## config.mk

```make
export PLATFORM = sky130hd
export DESIGN_NAME = fetch_controller_flat
export DESIGN_NICKNAME = d
export VERILOG_FILES = /design/src/rtl/fetch_controller_if.sv /design/src/rtl/fetch_controller.sv /design/src/flat_wrapper.sv
export SDC_FILE = /design/constraint.sdc
export NUM_CORES = 1
export LEC_CHECK = 0
export CAP_MARGIN = 30
export CORE_UTILIZATION = 38
export CTS_CLUSTER_DIAMETER = 50
export DETAILED_ROUTE_END_ITERATION = 12
export MAX_ROUTING_LAYER = met4
export PLACE_DENSITY_LB_ADDON = 0.05
export SKIP_LAST_GASP = 1
export SYNTH_ARGS = -nofsm -noshare
export SYNTH_HDL_FRONTEND = slang
export SYNTH_SLANG_ARGS = --single-unit
export TNS_END_PERCENT = 30
```

## constraint.sdc

```tcl
create_clock -name clk -period 2.1 [get_ports clk]
set_input_delay 0.42 -clock clk [delete_from_list [all_inputs] [get_ports clk]]
set_output_delay 0.42 -clock clk [all_outputs]
set_load 0.03 [all_outputs]
```

## src/rtl/fetch_controller_if.sv

```systemverilog
// Fetch controller bus bundle.
//   master: fetch_controller side (drives ROM address and the decode handshake)
//   slave : environment side (ROM data, redirect, decode ready)
// Signals:
//   rom_addr/rom_data          combinational instruction ROM read
//   redirect_valid/redirect_pc flush and load a new PC
//   fd_valid/fd_ready          fetch-queue head handshake to decode
//   fd_pc/fd_instr             head entry payload
//   halted                     fetch stopped and queue drained
interface fetch_controller_if #(
  parameter int ADDR_WIDTH  = 12,
  parameter int INSTR_WIDTH = 32
);
  logic [ADDR_WIDTH-1:0]  rom_addr;
  logic [INSTR_WIDTH-1:0] rom_data;
  logic                   redirect_valid;
  logic [ADDR_WIDTH-1:0]  redirect_pc;
  logic                   fd_valid;
  logic                   fd_ready;
  logic [ADDR_WIDTH-1:0]  fd_pc;
  logic [INSTR_WIDTH-1:0] fd_instr;
  logic                   halted;

  modport master (
    output rom_addr, fd_valid, fd_pc, fd_instr, halted,
    input  rom_data, redirect_valid, redirect_pc, fd_ready
  );

  modport slave (
    input  rom_addr, fd_valid, fd_pc, fd_instr, halted,
    output rom_data, redirect_valid, redirect_pc, fd_ready
  );
endinterface

```

## src/rtl/fetch_controller.sv

```systemverilog
// Instruction fetch sequencer.
// Owns the PC, addresses the instruction ROM and pushes {pc, instr} pairs into
// a 2-entry queue that feeds decode over a valid/ready handshake. Supports
// backpressure, redirect/flush and halting at the end of the program.
// Ports:
//   clk    clock, all state on posedge
//   reset  asynchronous active-low reset
//   bus    fetch_controller_if.master (ROM, redirect, decode handshake, halted)
module fetch_controller #(
  parameter int                    ADDR_WIDTH  = 12,
  parameter int                    INSTR_WIDTH = 32,
  parameter logic [ADDR_WIDTH-1:0] RESET_PC    = '0,
  parameter int                    PROG_BYTES  = 48
) (
  input logic clk,
  input logic reset,
  fetch_controller_if.master bus
);

  localparam logic [1:0] S_IDLE = 2'd0;
  localparam logic [1:0] S_RUN  = 2'd1;
  localparam logic [1:0] S_HALT = 2'd2;

  localparam logic [ADDR_WIDTH-1:0] PROG_END = ADDR_WIDTH'(PROG_BYTES);

  logic [1:0]             r_state;
  logic [ADDR_WIDTH-1:0]  r_pc;
  logic [1:0]             r_cnt;
  logic                   r_head;
  logic [ADDR_WIDTH-1:0]  r_q_pc    [2];
  logic [INSTR_WIDTH-1:0] r_q_instr [2];

  logic                   w_pop;
  logic                   w_push;
  logic                   w_tail;
  logic [ADDR_WIDTH-1:0]  w_pc_next;
  logic [ADDR_WIDTH-1:0]  w_redir_pc;
  logic                   w_nonempty;

  assign w_nonempty = (r_cnt != 2'd0);
  assign w_pc_next  = r_pc + ADDR_WIDTH'(4);
  assign w_redir_pc = {bus.redirect_pc[ADDR_WIDTH-1:2], 2'b00};
  // Tail slot: head+count mod 2; with count==2 the tail is the head slot,
  // which is only written when the head is popped in the same cycle.
  assign w_tail     = r_head ^ r_cnt[0];

  // Redirect kills the handshake in its own cycle so no stale entry escapes.
  assign bus.fd_valid = w_nonempty && !bus.redirect_valid;
  assign w_pop        = bus.fd_valid && bus.fd_ready;
  assign w_push       = !bus.redirect_valid && (r_state == S_RUN) &&
                        (r_pc < PROG_END) && ((r_cnt != 2'd2) || w_pop);

  assign bus.rom_addr = r_pc;
  assign bus.fd_pc    = w_nonempty ? r_q_pc[r_head]    : '0;
  assign bus.fd_instr = w_nonempty ? r_q_instr[r_head] : '0;
  assign bus.halted   = (r_state == S_HALT) && !w_nonempty;

  always_ff @(posedge clk or negedge reset) begin
    if (!reset) begin
      r_state      <= S_IDLE;
      r_pc         <= RESET_PC;
      r_cnt        <= 2'd0;
      r_head       <= 1'b0;
      r_q_pc[0]    <= '0;
      r_q_pc[1]    <= '0;
      r_q_instr[0] <= '0;
      r_q_instr[1] <= '0;
    end else if (bus.redirect_valid) begin
      r_pc   <= w_redir_pc;
      r_cnt  <= 2'd0;
      r_head <= 1'b0;
      // An out-of-range target from RUN halts on the next cycle via the pc check.
      if (r_state == S_HALT)
        r_state <= (w_redir_pc < PROG_END) ? S_RUN : S_HALT;
      else
        r_state <= S_RUN;
    end else begin
      if (w_push) begin
        r_q_pc[w_tail]    <= r_pc;
        r_q_instr[w_tail] <= bus.rom_data;
        r_pc              <= w_pc_next;
      end
      if (w_pop)
        r_head <= ~r_head;
      if (w_push && !w_pop)
        r_cnt <= r_cnt + 2'd1;
      else if (!w_push && w_pop)
        r_cnt <= r_cnt - 2'd1;

      case (r_state)
        S_IDLE: r_state <= S_RUN;
        S_RUN:  if ((w_push && (w_pc_next >= PROG_END)) || (r_pc >= PROG_END))
                  r_state <= S_HALT;
        default: ;
      endcase
    end
  end

endmodule

```

## src/flat_wrapper.sv

```systemverilog
// flat-port wrapper written by rule: the top's interface ports become plain ports
module fetch_controller_flat 
#(
  parameter int                    ADDR_WIDTH  = 12,
  parameter int                    INSTR_WIDTH = 32,
  parameter logic [ADDR_WIDTH-1:0] RESET_PC    = '0,
  parameter int                    PROG_BYTES  = 48
)
  (clk, reset, bus_rom_addr, bus_fd_valid, bus_fd_pc, bus_fd_instr, bus_halted, bus_rom_data, bus_redirect_valid, bus_redirect_pc, bus_fd_ready);
  fetch_controller_if #(.ADDR_WIDTH(ADDR_WIDTH), .INSTR_WIDTH(INSTR_WIDTH)) bus_i ();
  input logic clk;
  input logic reset;
  output wire logic [$bits(bus_i.rom_addr)-1:0] bus_rom_addr;
  output wire logic [$bits(bus_i.fd_valid)-1:0] bus_fd_valid;
  output wire logic [$bits(bus_i.fd_pc)-1:0] bus_fd_pc;
  output wire logic [$bits(bus_i.fd_instr)-1:0] bus_fd_instr;
  output wire logic [$bits(bus_i.halted)-1:0] bus_halted;
  input wire logic [$bits(bus_i.rom_data)-1:0] bus_rom_data;
  input wire logic [$bits(bus_i.redirect_valid)-1:0] bus_redirect_valid;
  input wire logic [$bits(bus_i.redirect_pc)-1:0] bus_redirect_pc;
  input wire logic [$bits(bus_i.fd_ready)-1:0] bus_fd_ready;
  assign bus_rom_addr = bus_i.rom_addr;
  assign bus_fd_valid = bus_i.fd_valid;
  assign bus_fd_pc = bus_i.fd_pc;
  assign bus_fd_instr = bus_i.fd_instr;
  assign bus_halted = bus_i.halted;
  assign bus_i.rom_data = bus_rom_data;
  assign bus_i.redirect_valid = bus_redirect_valid;
  assign bus_i.redirect_pc = bus_redirect_pc;
  assign bus_i.fd_ready = bus_fd_ready;
  fetch_controller #(.ADDR_WIDTH(ADDR_WIDTH), .INSTR_WIDTH(INSTR_WIDTH), .RESET_PC(RESET_PC), .PROG_BYTES(PROG_BYTES)) u_core (.clk(clk), .reset(reset), .bus(bus_i));
endmodule
```

==> summary.txt <==
Logic synthesis
  • Compound-Gate Fraction of Synth Area: 3.91%
  • Syn Area/Cell: 12.6 sq um
  • Synth cell types: 41
  • Syn. warnings: 0
  • Top-count cell post-synth: dfrtp_1
  • Synth area leader: dfrtp_1
  • Post-Syn Area: 4700 sq um
  • List of most frequent post-synthesis cells: dfrtp_1, mux2_1, nor2_1, mux2i_1, nor2b_1
  • Main combinational cell family by area after synthesis: multiplexers
  • Syn Inst Count: 374
  • XOR/XNOR Fraction of Synth Area: 0.372%
  • Share of flip-flops with an asynchronous set or reset: 100%
  • Yosys top cell area share: 52.7%
  • Mux contribution to synthesized area: 28.5%
  • Top post-synthesis cells by area: dfrtp_1, mux2_1, mux2i_1, nor2_1, nor2b_1
  • Post-synth EDFFs: 0
  • Seq/Total Area, Yosys: 52.7%
  • Adder-Cell Fraction of Synth Area: 0.532%
  • FF+latch count, synth: 99
  • Main synth FF type: dfrtp_1
  • Post-Synth Simple-Gate Area: 9.92%

Floorplanning
  • Die width: 113 um
  • Die area: 12800 sq um
  • CORE AREA: 12100 sq um
  • Die Ht: 113 um
  • Rows: 40
  • IO Pins: 106
  • Effective utilization at floorplan: 39.0%

Clocking
  • Post-CTS setup buffer count: 0
  • Clock Tree Buf Depth: 2
  • Clock H-tree levels: 3
  • CTS root buffer: clkbuf_16
  • Clock tree from TritonCTS: built
  • CTS sink cnt: 99
  • Worst-path clk slew: 0.06 ns
  • Total CTS buffers: 9
  • Worst-Skew Late Latency: 0.34 ns

Pwr
  • Cell leakage power: 2.90 nW
  • Pwr dens: 699 nW/um^2
  • Worst VDD drop: 370 uV

Global routing
  • Initial antenna violation count: 0
  • Vias in the first global route: 3343
  • Pin count of the biggest net entering global routing: 54
  • First-pass GRT wire length: 16700 um
  • Gr usage total: 17.4%
  • Congestion Overflow GR: 0

Layout
  • # diodes: 0
  • Fraction of layout cells with a size suffix above 1: 20.1%
  • Filler Cell Count: 1088
  • Final Non-Filler Cells: 655
  • Synthesis-to-layout area growth: 30.9%
  • Final net count: 532
  • Final core utilization: 51.1%

Worst setup path
  • CP arrival: 1.58 ns
  • WP data required: 1.68 ns
  • Maximum fanout along the worst path: 9
  • CP Capture Type: output pin
  • CP max stage delay: 0.67 ns
  • Slowest stage cell, crit path: clkdlybuf4s50_1
  • CP Class: reg2out
  • Critical-path cell list: buf_4 > clkdlybuf4s50_1
  • Flop2flop setup slack: 0.18 ns
  • CP Launch Type: register

Detailed routing
  • Drt pass-1 iters: 4
  • DR WL/cell: 14.9 um
  • Vias: 3169
  • Post-DR vias/cell: 4.84
  • DRT iter0 DRCs: 78
  • DRT antenna net count: 0
  • DRC Markers: 0
  • Post-Route WL: 9730 um

STA
  • Min cycle time layout: 2.00 ns
  • Clk_skew: 0.0104 ns
  • Setup TNS Final: 0 ns
  • Fmax: 500 MHz
  • Slew Limit Fails: 0
  • Fin crit share: 95.3%
  • Setup violators final: 0
  • RSZ-0062 raised after global routing: false
  • Final-report hold violation count: 0

Placed design
  • Final GP Congestion: 0.736
  • Post-DP HPWL: 6590 um
  • Port-buffer cells: 99
  • Post-Place Cells: 638

Worst hold path
  • Worst Hold Class: reg2reg

Run status
  • Outcome: completed

Job
  • Max-cap violations: 0
[registers in the layout, indices dropped and copies added (netlist names)]
name / count
u_core.r_head: 1
u_core.r_q_instr: 64
u_core.r_state: 2
u_core.r_cnt: 2
u_core.r_q_pc: 20
u_core.bus.rom_addr: 10
[worst max-delay path, delay by kind of cell (launching register included)]
kind | cells | cell delay (ns)
buffers and inverters | 2 | 0.85
DFF | 1 | 0.39
[layer usage]
| layer | part of all wire (%) | global-route usage [%] |
|---|---|---|
| met4 | 1.5 | 6.84 |
| met1 | 47 | 21.3 |
| met5 | 0 | - |
| met3 | 3.8 | 3.86 |
| met2 | 47 | 27.9 |
[path summary, 6_finish.rpt]
kind | cells past startpoint | startpoint | endpoint
min in group asynchronous | 2 | reset | u_core.bus.rom_addr[11]
hold reg to reg | 1 | u_core.r_q_instr[57] | u_core.r_q_instr[57]
hold / removal | 1 | u_core.r_q_instr[57] | u_core.r_q_instr[57]
setup reg to reg | 5 | u_core.bus.rom_addr[10] | u_core.r_q_instr[28]
setup / recovery | 2 | u_core.bus.rom_addr[5] | bus_rom_addr[5]
max in group asynchronous | 3 | reset | u_core.r_q_instr[57]
[power breakdown]
| group | internal, W | switching (W) |
|---|---|---|
| clock network | 0.000872 | 0.000697 |
| logic | 0.000310 | 0.000272 |
| registers | 0.00206 | 0.0000938 |
| total | 0.00324 | 0.00106 |
[layout make-up]
| cell class | count | area [sq um] | area share (%) |
|---|---|---|---|
| Tap cell | 168 | 210 | 3.41 |
| Multi-Input combinational cell | 245 | 2060 | 33.5 |
| Inverter | 5 | 18.8 | 0.305 |
| Clock inverter | 3 | 21.3 | 0.345 |
| Sequential cell | 99 | 2480 | 40.2 |
| Timing Repair Buffer | 122 | 1110 | 18.0 |
| Clock buffer | 13 | 260 | 4.23 |
[cell families after synthesis]
family | Yosys count
simple gates | 91
xor+xnor | 2
compound gates | 22
buf+inv | 33
fa+ha+maj | 2
flops | 99
other cells | 1
mux | 124
[timing repair]
item	4_1_cts	5_1_grt
hold buffers	1	0
endpoints found under the setup margin	0	11
gates resized for setup	0	1
endpoints found under the hold margin	24	0
[cell usage in the layout (no fill, tap or decap), types with 2 or more instances in the layout]
| master | Yosys | routed |
|---|---|---|
| inv_1 | 5 | 5 |
| clkdlybuf4s50_1 | 0 | 54 |
| buf_4 | 9 | 62 |
| clkbuf_8 | 0 | 2 |
| a21oi_1 | 3 | 3 |
| mux2_2 | 7 | 7 |
| a21o_1 | 3 | 3 |
| nor2_1 | 47 | 46 |
| nand2_1 | 9 | 9 |
| o21ai_0 | 5 | 5 |
| dfrtp_1 | 99 | 98 |
| xor2_1 | 2 | 2 |
| mux2i_1 | 45 | 45 |
| a211o_1 | 2 | 2 |
| buf_12 | 0 | 4 |
| ha_1 | 2 | 2 |
| mux2_1 | 72 | 72 |
| nor3_1 | 3 | 3 |
| nor2_4 | 1 | 2 |
| clkbuf_16 | 0 | 9 |
| clkbuf_1 | 8 | 2 |
| nor2b_1 | 16 | 15 |
| and3_1 | 6 | 6 |
| conb_1 | 1 | 4 |
[stage by stage]
| stage | hold slack [ns] | total power [W] | setup slack, ns | cell area, sq um |
|---|---|---|---|---|
| after CTS | 0.489 | 0.00437 | 0.0114 | 6160 |
| after global placement | 0.360 | 0.00277 | -0.221 | 5860 |
| after global routing | 0.500 | 0.00453 | 0.0188 | 6160 |
| after floorplan | 0.124 | 0.00251 | 0.0168 | 4720 |
| after detailed placement | 0.362 | 0.00278 | -0.248 | 5860 |
| final | 0.485 | 0.00431 | 0.0993 | 6160 |
Power figures use the tool's default switching activity.
